[config.mk]
export PLATFORM = sky130hd
export DESIGN_NAME = bitty_mem_arbiter_flat
export DESIGN_NICKNAME = d
export VERILOG_FILES = /design/src/rtl/bitty_mem_arbiter_if.sv /design/src/rtl/bitty_mem_arbiter.sv /design/src/flat_wrapper.sv
export SDC_FILE = /design/constraint.sdc
export NUM_CORES = 1
export LEC_CHECK = 0
export ABC_CLOCK_PERIOD_IN_PS = 1800
export BUFFER_PORTS_ARGS = -buffer_cell sky130_fd_sc_hd__buf_4
export CORE_AREA = 2 2 121 123
export DETAILED_ROUTE_END_ITERATION = 10
export DIE_AREA = 0 0 123 125
export GPL_TIMING_DRIVEN = 0
export PLACE_DENSITY_LB_ADDON = 0.3
export SLEW_MARGIN = 20
export SYNTH_ARGS = -nofsm -noshare
export SYNTH_HDL_FRONTEND = slang
export SYNTH_SLANG_ARGS = --single-unit
[constraint.sdc]
create_clock -name clk -period 1.8 [get_ports clk]
set_clock_uncertainty 0.1 [all_clocks]
set_input_delay 0.09 -clock clk [delete_from_list [all_inputs] [get_ports clk]]
set_output_delay 0.09 -clock clk [all_outputs]
set_load 0.05 [all_outputs]
[src/rtl/bitty_mem_arbiter_if.sv]
// bitty_mem_arbiter_if: request/grant/read-response bundle for one memory master
interface bitty_mem_arbiter_if #(
  parameter int ADDR_W = 32,
  parameter int DATA_W = 32
);
  logic              req;
  logic              we;
  logic [ADDR_W-1:0] addr;
  logic [DATA_W-1:0] wdata;
  logic [DATA_W/8-1:0] be;
  logic              gnt;
  logic              rvalid;
  logic [DATA_W-1:0] rdata;
  modport master (output req, we, addr, wdata, be, input gnt, rvalid, rdata);
  modport slave  (input req, we, addr, wdata, be, output gnt, rvalid, rdata);
endinterface

[src/rtl/bitty_mem_arbiter.sv]
// bitty_mem_arbiter: round-robin two-master arbiter with hold limit for the single-port data RAM
module bitty_mem_arbiter #(
  parameter int ADDR_W   = 32,
  parameter int DATA_W   = 32,
  parameter int HOLD_MAX = 2
) (
  input  logic                clk,
  input  logic                rst,
  bitty_mem_arbiter_if.slave  m0,
  bitty_mem_arbiter_if.slave  m1,
  output logic                mem_ce,
  output logic                mem_we,
  output logic [ADDR_W-1:0]   mem_addr,
  output logic [DATA_W-1:0]   mem_wdata,
  output logic [DATA_W/8-1:0] mem_be,
  input  logic [DATA_W-1:0]   mem_rdata
);
  localparam int CW = $clog2(HOLD_MAX + 1);
  logic          rr_ptr;
  logic          owner;
  logic          rd_pend;
  logic [CW-1:0] hold_cnt;
  logic          both;
  logic          any;
  logic          sel;
  // pick the winner, drive grants and the RAM bus, route the pending read response
  always_comb begin
    both      = m0.req & m1.req;
    any       = rst & (m0.req | m1.req);
    sel       = both ? rr_ptr : ~m0.req;
    m0.gnt    = any & ~sel;
    m1.gnt    = any & sel;
    mem_ce    = any;
    mem_we    = any & (sel ? m1.we : m0.we);
    mem_addr  = any ? (sel ? m1.addr : m0.addr) : '0;
    mem_wdata = any ? (sel ? m1.wdata : m0.wdata) : '0;
    mem_be    = any ? (sel ? m1.be : m0.be) : '0;
    m0.rvalid = rd_pend & ~owner;
    m1.rvalid = rd_pend & owner;
    m0.rdata  = (rd_pend & ~owner) ? mem_rdata : '0;
    m1.rdata  = (rd_pend & owner) ? mem_rdata : '0;
  end
  // track read ownership and the round-robin pointer with its contention hold count
  always_ff @(posedge clk or negedge rst) begin
    if (!rst) begin
      rr_ptr   <= 1'b0;
      owner    <= 1'b0;
      rd_pend  <= 1'b0;
      hold_cnt <= '0;
    end else begin
      rd_pend <= any & ~mem_we;
      if (any & ~mem_we) owner <= sel;
      if (any) begin
        if (both) begin
          if (hold_cnt + CW'(1) == CW'(HOLD_MAX)) begin
            rr_ptr   <= ~sel;
            hold_cnt <= '0;
          end else begin
            hold_cnt <= hold_cnt + CW'(1);
          end
        end else begin
          rr_ptr   <= sel;
          hold_cnt <= '0;
        end
      end
    end
  end
endmodule

[src/flat_wrapper.sv]
// flat-port wrapper written by rule: the top's interface ports become plain ports
module bitty_mem_arbiter_flat 
#(
  parameter int ADDR_W   = 32,
  parameter int DATA_W   = 32,
  parameter int HOLD_MAX = 2
)
  (clk, rst, mem_ce, mem_we, mem_addr, mem_wdata, mem_be, mem_rdata, m0_req, m0_we, m0_addr, m0_wdata, m0_be, m0_gnt, m0_rvalid, m0_rdata, m1_req, m1_we, m1_addr, m1_wdata, m1_be, m1_gnt, m1_rvalid, m1_rdata);
  bitty_mem_arbiter_if #(.ADDR_W(ADDR_W), .DATA_W(DATA_W)) m0_i ();
  bitty_mem_arbiter_if #(.ADDR_W(ADDR_W), .DATA_W(DATA_W)) m1_i ();
  input  logic clk;
  input  logic rst;
  output logic mem_ce;
  output logic mem_we;
  output logic [ADDR_W-1:0] mem_addr;
  output logic [DATA_W-1:0] mem_wdata;
  output logic [DATA_W/8-1:0] mem_be;
  input  logic [DATA_W-1:0] mem_rdata;
  input wire logic [$bits(m0_i.req)-1:0] m0_req;
  input wire logic [$bits(m0_i.we)-1:0] m0_we;
  input wire logic [$bits(m0_i.addr)-1:0] m0_addr;
  input wire logic [$bits(m0_i.wdata)-1:0] m0_wdata;
  input wire logic [$bits(m0_i.be)-1:0] m0_be;
  output wire logic [$bits(m0_i.gnt)-1:0] m0_gnt;
  output wire logic [$bits(m0_i.rvalid)-1:0] m0_rvalid;
  output wire logic [$bits(m0_i.rdata)-1:0] m0_rdata;
  input wire logic [$bits(m1_i.req)-1:0] m1_req;
  input wire logic [$bits(m1_i.we)-1:0] m1_we;
  input wire logic [$bits(m1_i.addr)-1:0] m1_addr;
  input wire logic [$bits(m1_i.wdata)-1:0] m1_wdata;
  input wire logic [$bits(m1_i.be)-1:0] m1_be;
  output wire logic [$bits(m1_i.gnt)-1:0] m1_gnt;
  output wire logic [$bits(m1_i.rvalid)-1:0] m1_rvalid;
  output wire logic [$bits(m1_i.rdata)-1:0] m1_rdata;
  assign m0_i.req = m0_req;
  assign m0_i.we = m0_we;
  assign m0_i.addr = m0_addr;
  assign m0_i.wdata = m0_wdata;
  assign m0_i.be = m0_be;
  assign m0_gnt = m0_i.gnt;
  assign m0_rvalid = m0_i.rvalid;
  assign m0_rdata = m0_i.rdata;
  assign m1_i.req = m1_req;
  assign m1_i.we = m1_we;
  assign m1_i.addr = m1_addr;
  assign m1_i.wdata = m1_wdata;
  assign m1_i.be = m1_be;
  assign m1_gnt = m1_i.gnt;
  assign m1_rvalid = m1_i.rvalid;
  assign m1_rdata = m1_i.rdata;
  bitty_mem_arbiter #(.ADDR_W(ADDR_W), .DATA_W(DATA_W), .HOLD_MAX(HOLD_MAX)) u_core (.clk(clk), .rst(rst), .m0(m0_i), .m1(m1_i), .mem_ce(mem_ce), .mem_we(mem_we), .mem_addr(mem_addr), .mem_wdata(mem_wdata), .mem_be(mem_be), .mem_rdata(mem_rdata));
endmodule
# After elaboration in Yosys (flattened, before gate mapping)
# Index checks and enable logic that the tools add are counted.
# Widths: inputs -> output; s select.
[word_totals]
reg_bits = 5
inputBits = 174
out_inout_bits = 138
wordCells = 35
[op_classes]
add_sub_neg = 1
n_eq_ne = 2
mux = 14
bitwise = 13
reduce_logical = 1
[op_table]
columns = ["op", "count"]
rows = [
  ["$mux 32", 6],
  ["$and 1x1->1", 8],
  ["$mux 4", 2],
  ["$mux 1", 4],
  ["$mux 2", 2],
  ["$not 1->1", 4],
  ["$add 2x1->2 const B", 1],
  ["$eq 2x2->1 const B", 1],
  ["$ne 2x2->1 const B", 1],
  ["$reduce_and 2->1", 1],
  ["$or 1x1->1", 1],
]

# Longest topological paths before layout
# Gate-level depths: netlist of run 1.
[depth]
ltp_word = 6
mapped_depth = 6
depth_no_buf = 3

# Least setup slack after synthesis of run 1
# No wires, ideal clock.
[synth_path]
path_type = "reg-to-output"
from = "reg u_core.rr_ptr"
to = "out mem_we"
arrival_time_ns = 1.806
required_time_ns = 1.610
path_slack_ns = -0.196
path_stages_with_launch = 5
path_buffers = 1
path_cell_list = "dfrtp_1 buf_2 nand2_1 nand3_1 a21boi_0"
[synth_via]
elab_chain_len = 3
[synth_lines]
columns = ["element", "line_no", "source"]
rows = [
  ["from (decl)", "bitty_mem_arbiter.sv:19", "logic rr_ptr;"],
  ["from (signal assigned)", "bitty_mem_arbiter.sv:56", "rr_ptr <= ~sel;"],
  ["from (signal assigned)", "bitty_mem_arbiter.sv:62", "rr_ptr <= sel;"],
  ["$mux 1", "bitty_mem_arbiter.sv:30", "sel = both ? rr_ptr : ~m0.req;"],
  ["$mux 1", "bitty_mem_arbiter.sv:34", "mem_we = any & (sel ? m1.we : m0.we);"],
  ["$and 1x1->1", "bitty_mem_arbiter.sv:34", ""],
  ["to (decl)", "flat_wrapper.sv:14", "output logic mem_we;"],
]
# No other way between the ends.

# Worst setup path after layout of run 1
[layout_path]
from = "reg u_core.rr_ptr"
to = "out mem_addr[15]"
[layout_via]
elab_chain_len = 3
[layout_lines]
columns = ["element", "line_no", "source"]
rows = [
  ["$mux 1", "bitty_mem_arbiter.sv:30", ""],
  ["$mux 32 (2 in series)", "bitty_mem_arbiter.sv:35", "mem_addr = any ? (sel ? m1.addr : m0.addr) : '0;"],
  ["to (decl)", "flat_wrapper.sv:15", "output logic [ADDR_W-1:0] mem_addr;"],
]
# No other way between the ends.

==> flow_summary.toml, run 1 <==
[detailed_routing]
firstDrtPassIters = 4
wl_per_cell_um = 14.8
finalWirelength_mm = 10.3
route.detailed.drc = 0
via_count = 2843
ant_nets = 0
viasPerCell = 4.07
drt_iter0_drc = 35

[cells_and_area]
final_cell_mix = "buf_4, a22o_1, and2_1"
drive_gt1_frac = 0.667
fin_nets = 689
area_delta_synth_final_pct = 197
final_common_cell = "buf_4"
antenna_cells = 0
final_util = 0.305
fin_area_um2 = 4330

[worst_setup_path]
critPathKind = "reg -> out"
crit_required_ns = 1.61
start_kind = "flop"
end_kind = "output pin"
cp_max_fo = 10
arrival_ns = 1.61

[die]
io_pins = 312
rows = 44
die_y_um = 125
die_area_um2 = 15400
die_w_um = 123
core_area_um2 = 14200
start_util = 0.103

[synth]
yosys.area_share.adder = 0
synth.avg_cell_area_um2 = 7.52
yosys.area_share.simple = 0.356
synth_cells = 194
synth-seq-cells = 5
synth-xor-area-share = 0
synth_nets = 368
synth_top_family_by_area = "compound AO/OA/AOI/OAI gates"
synth_mux_area_frac = 0.00686
synth-compound-area-share = 0.451
ys_seq_area_frac = 0.0858
synth_area_um2 = 1460
ys_warn_count = 0
synth.distinct_cells = 25

[cts]
numCtsBuffers = 3
cts_tree = "yes"
clock-sinks = 5
clockBufferDepth = 2
cts-htree-levels = 1
cts.clk_slew.worst_paths_ns = 0.03
root_buffer = "clkbuf_16"
clkLatencyLatePin_ns = 0.23

[outcome]
status = "finished, final reports clean"

[timing]
finalSetupTns_ns = 0
maxSlewViolCount = 0
period_share = 0.998
max_freq_mhz = 557
finalHoldViolCount = 0
relSlewSlack = 0.740
finalSetupViolCount = 0
tightest_slew_ns = 0.391
min_period_ns = 1.80
rsz0062_at_grt = "true"

[flow_run]
maxCapViolations = 0

[global_route]
grt_max_degree = 11
grt_pass1_vias = 2760
grt_pass1_wl_mm = 14.4
grt_overflow = 0
grt_antenna_before_repair = 0
grt_use_total = 0.120

[placement]
place_congestion = 0.757
dpl_cell_area_um2 = 4010
port_buffers = 309
post-dp-hpwl_mm = 9.12

[pwr]
powerDensity_nw_per_um2 = 510
ir_worst_vdd_v = 0.000209
leakagePower_nw = 2.46
total_power_w = 0.00221

[hold_path]
hold_path.class = "in -> reg"
path summary, 6_finish.rpt:
check	slack, ns	endpoint	depth (start not counted)	startpoint
setup reg to reg	0.43	u_core.owner	6	u_core.rr_ptr
max in group asynchronous	1.19	u_core.rr_ptr	2	rst
hold / removal	0.02	u_core.rr_ptr	2	m0_req
setup / recovery	0.003	mem_addr[15]	7	u_core.rr_ptr
min in group asynchronous	0.21	u_core.hold_cnt[1]	2	rst
hold reg to reg	0.43	u_core.hold_cnt[0]	2	u_core.hold_cnt[0]
sequential cells by signal (all words and copies together) (netlist names):
register         count
u_core.hold_cnt      2
u_core.owner         1
u_core.rd_pend       1
u_core.rr_ptr        1
critical path, stage by stage (launching register included):
cell and delay (ns):
dfrtp_1 0.37, buf_6 0.13, nor2b_4 0.13, nor2_4 0.08, buf_6 0.14, buf_8 0.13, a22o_1 0.24, buf_6 0.15
cells in the mapped netlist:
| cell | count | area, um2 |
|---|---|---|
| buf_2 | 12 | 60.1 |
| o21ai_0 | 2 | 10.0 |
| clkbuf_1 | 9 | 33.8 |
| and2_1 | 33 | 206 |
| nor2_4 | 1 | 11.3 |
| buf_4 | 3 | 22.5 |
| nor2_1 | 1 | 3.75 |
| and3_1 | 32 | 200 |
| nor2b_4 | 1 | 13.8 |
| buf_6 | 2 | 22.5 |
| a21oi_2 | 1 | 8.76 |
| nand3b_1 | 3 | 22.5 |
| o32ai_1 | 1 | 8.76 |
| dfrtp_1 | 5 | 125 |
| a21boi_0 | 3 | 22.5 |
| mux2i_1 | 1 | 10.0 |
| nand2_1 | 5 | 18.8 |
| nand2b_1 | 2 | 12.5 |
| a211oi_1 | 1 | 7.51 |
| nor3b_1 | 1 | 7.51 |
| a22o_1 | 68 | 596 |
| a21oi_1 | 1 | 5.00 |
| inv_1 | 2 | 7.51 |
| nand3_1 | 2 | 10.0 |
| nor2b_1 | 2 | 12.5 |
where the power goes:
| group | internal [W] | total, W | switching (W) |
|---|---|---|---|
| combinational | 0.000690 | 0.00170 | 0.00101 |
| clock | 0.000293 | 0.000363 | 0.0000701 |
| sequential | 0.000125 | 0.000144 | 0.0000188 |
| total | 0.00111 | 0.00221 | 0.00110 |
metrics by stage:
step,setup WS (ns),hold WS [ns],instances
floorplan,0.0585,-0.306,194
global placement,-0.0297,-0.178,687
detailed placement,-0.0379,-0.177,687
CTS,-0.0372,0.0212,698
global route,-0.0919,0.0305,698
finish,0.00324,0.0208,698
logic make-up (layout without fill, tap and decap cells):
group | count (synthesis) | count (layout)
AO/OA/AOI/OAI | 77 | 77
buffers and inverters | 28 | 348
AND/OR/NAND/NOR | 83 | 83
multiplexers | 1 | 1
flip-flops | 5 | 5
area by class of cell:
cell class                      instances  area, um2
Multi-Input combinational cell        161       1220
Clock buffer                            4       78.8
Sequential cell                         5        125
Timing Repair Buffer                  316       2480
Buffer                                 26        188
Tap cell                              184        230
Inverter                                2       7.51
Fill cell                            1542       9870
what timing repair did:
action,4_1_cts,5_1_grt
hold buffers,2,0
pin swaps,11,1
gates resized for setup,28,20
endpoints found under the setup margin,99,91
endpoints found under the hold margin,6,0
buffers inserted,4,0
gates cloned,1,0
layer usage:
metal	track usage	vias up	share of wire
met5	0	-	0
met4	0.0241	0	0.0047
met3	0.0292	2	0.10
met2	0.231	174	0.53
met1	0.131	1282	0.36
li1	-	1385	-
(Power assumes the default switching activity.)
==> run 2: changes to the inputs <==
--- a/config.mk
+++ b/config.mk
@@ -5,6 +5,7 @@
 export SDC_FILE = /design/constraint.sdc
 export NUM_CORES = 1
 export LEC_CHECK = 0
+export ABC_AREA = 1
 export ABC_CLOCK_PERIOD_IN_PS = 1800
 export BUFFER_PORTS_ARGS = -buffer_cell sky130_fd_sc_hd__buf_4
 export CORE_AREA = 2 2 121 123
@@ -12,7 +13,8 @@
 export DIE_AREA = 0 0 123 125
 export GPL_TIMING_DRIVEN = 0
 export PLACE_DENSITY_LB_ADDON = 0.3
-export SLEW_MARGIN = 20
+export REMOVE_ABC_BUFFERS = 1
+export SLEW_MARGIN = 15
 export SYNTH_ARGS = -nofsm -noshare
 export SYNTH_HDL_FRONTEND = slang
 export SYNTH_SLANG_ARGS = --single-unit
==> flow_summary.toml, run 2 <==
[worst_setup_path]
cp_max_fo = 8
critical_path.top_delay_family = "buffers and inverters"
crit_cells = 8
path_common_cell = "nand2_2"
arrival_ns = 1.63
critPathKind = "reg -> out"
setup.worst_path.start = "u_core.rr_ptr"
r2r.worst_path.cells = 7
critPathBufInv = 3
crit_required_ns = 1.61
end_kind = "output pin"
slowest_delay_ns = 0.39
worstReg2RegStart = "u_core.rr_ptr"
critPathSlowestCell = "dfrtp_1"
start_kind = "flop"
path_cells = "nand2_2 > nand2_4 > nor2_4 > buf_12 > clkbuf_16 > nand2_2 > nand2_2 > buf_8"

[global_route]
grt_pass1_wl_mm = 14.8
grt_use_total = 0.123
grt_pass1_vias = 2823
grt_overflow = 0
grt_max_degree = 36
grt_antenna_before_repair = 1

[cells_and_area]
seqCellArea_um2 = 125
fin_nets = 851
stdcell_count = 860
final_common_cell = "buf_4"
top_register = "u_core.hold_cnt"
area_delta_synth_final_pct = 233
final_cell_mix = "buf_4, nand2_1, nand2_2"
num-fill-cells = 1517
multiInputGateArea_um2 = 1430
drive_gt1_frac = 0.632
largest_reg_flops = 2
antenna_cells = 0

[detailed_routing]
drt_iter0_drc = 80
ant_nets = 0
via_count = 3244
wl_per_cell_um = 12.8
route.detailed.drc = 0
finalWirelength_mm = 11.0
viasPerCell = 3.77
firstDrtPassIters = 6

[die]
die_area_um2 = 15400
io_pins = 312
die_y_um = 125
core_area_um2 = 14200
die_w_um = 123
rows = 44
start_util = 0.107

[pwr]
powerDensity_nw_per_um2 = 501
total_power_w = 0.00253
ir_worst_vdd_v = 0.000336
leakagePower_nw = 2.96

[cts]
clkLatencyLatePin_ns = 0.22
root_buffer = "clkbuf_16"
clockBufferDepth = 2
cts-htree-levels = 1
cts_tree = "yes"
numCtsBuffers = 3
clock-sinks = 5
cts.clk_slew.worst_paths_ns = 0.03

[synth]
synthFlopType = "dfrtp_1"
synth.distinct_cells = 16
yosysTopAreaCellShare = 0.533
async_flop_share = 1.00
synth_commonest_cells = "nand2_1, nor2_1, inv_1"
synth_cells = 361
synth.avg_cell_area_um2 = 4.19
yosysMostFrequentCell = "nand2_1"
synth-seq-cells = 5
ys_seq_area_frac = 0.0826
ys_warn_count = 0
yosys-top-cells-area = "nand2_1, nor2_1, inv_1"
synth_area_um2 = 1510
synth_top_cell_by_area = "nand2_1"
synth_edf_count = 0

[placement]
pre_cts_ws_ns = -0.559
place_congestion = 0.748
dp.cells = 838
port_buffers = 311
post-dp-hpwl_mm = 8.15

[timing]
fin_hold_ws_ns = -0.436
tightest_slew_ns = 0.369
relSlewSlack = 0.754
rsz0062_at_grt = "true"
maxSlewViolCount = 0
finalSetupViolCount = 1
setup_ws_ns = -0.0199
max_freq_mhz = 549
min_period_ns = 1.82
finalHoldViolCount = 5
period_share = 1.01

[hold_path]
hold_path.class = "in -> async"

[outcome]
violations = "negative hold slack, negative setup slack"
status = "finished with violations"

[flow_run]
maxCapViolations = 0
[run 2: changes by cell type in the layout (fill, tap and decap cells not counted), moves of 6 or more]
| cell | previous run | this run |
|---|---|---|
| clkbuf_1 | 7 | 1 |
| buf_6 | 32 | 40 |
| buf_8 | 1 | 33 |
| nand2_4 | 0 | 15 |
| and3_1 | 32 | 0 |
| buf_4 | 293 | 250 |
| a22o_1 | 66 | 0 |
| and2_1 | 33 | 0 |
| nor2_1 | 1 | 67 |
| inv_1 | 2 | 40 |
| nand2_2 | 0 | 72 |
| nand2_1 | 5 | 128 |
[run 2: area by class of cell]
cell class / instances / area share
timing repair buffer: 329 / 0.589
timing repair inverter: 2 / 0.00472
sequential: 5 / 0.0248
clock buffer: 4 / 0.0156
tap: 184 / 0.0457
multi-input combinational: 294 / 0.285
inverter: 42 / 0.0353
[run 2: worst paths after layout]
check | end | slack (ns)
worst min-delay path | u_core.rr_ptr | -0.44
worst max register to register | u_core.owner | 0.57
min in group clk | u_core.owner | 0.04
worst max-delay path | mem_wdata[28] | -0.02
max in group asynchronous | u_core.rd_pend | 1.92
worst min register to register | u_core.hold_cnt[1] | 0.38
[run 2: power by group]
part	internal, W	leakage, nW	switching, W	total [W]
registers	0.000126	0.0634	0.0000142	0.000140
logic	0.000801	2.86	0.00122	0.00203
clock network	0.000293	0.0382	0.0000671	0.000360
total	0.00122	2.96	0.00131	0.00253
[run 2: kinds of logic (layout without fill, tap and decap cells)]
family	Yosys count	after routing	synth area share
simple gates	290	290	0.731
buf+inv	62	377	0.174
flops	5	5	0.0826
compound gates	4	4	0.0132
[run 2: timing repair]
action,4_1_cts,5_1_grt
resized for setup,56,171
cloned,5,1
setup endpoints to repair,134,72
pin swaps,3,58
setup buffers,11,2
hold endpoints to repair,5,5
[run 2: per-layer routing]
metal | global-route usage | up-vias | routed length, um
met5 | 0 | - | 16
met4 | 0.0134 | 2 | 80
met3 | 0.0214 | 10 | 936
met2 | 0.244 | 170 | 6010
met1 | 0.136 | 1400 | 3950
li1 | - | 1662 | -
[run 2: worst reg2reg max path, stage by stage, from the launching register on]
cell	delay [ns]
dfrtp_1	0.37
nand2_2	0.09
buf_4	0.13
buf_4	0.11
nand3_1	0.08
nand3_1	0.11
nand2_1	0.08
nand2_1	0.05
[run 2: metrics by stage]
step | cell area [um2] | setup TNS, ns | utilization
2_1_floorplan | 1410 | -100.07 | -
3_3_place_gp | 3970 | -105.93 | 0.280
3_5_place_dp | 4030 | -23.54 | 0.283
4_1_cts | 4470 | -0.513 | 0.314
5_1_grt | 5040 | -0.991 | 0.355
6_report | 5040 | -0.0199 | 0.355
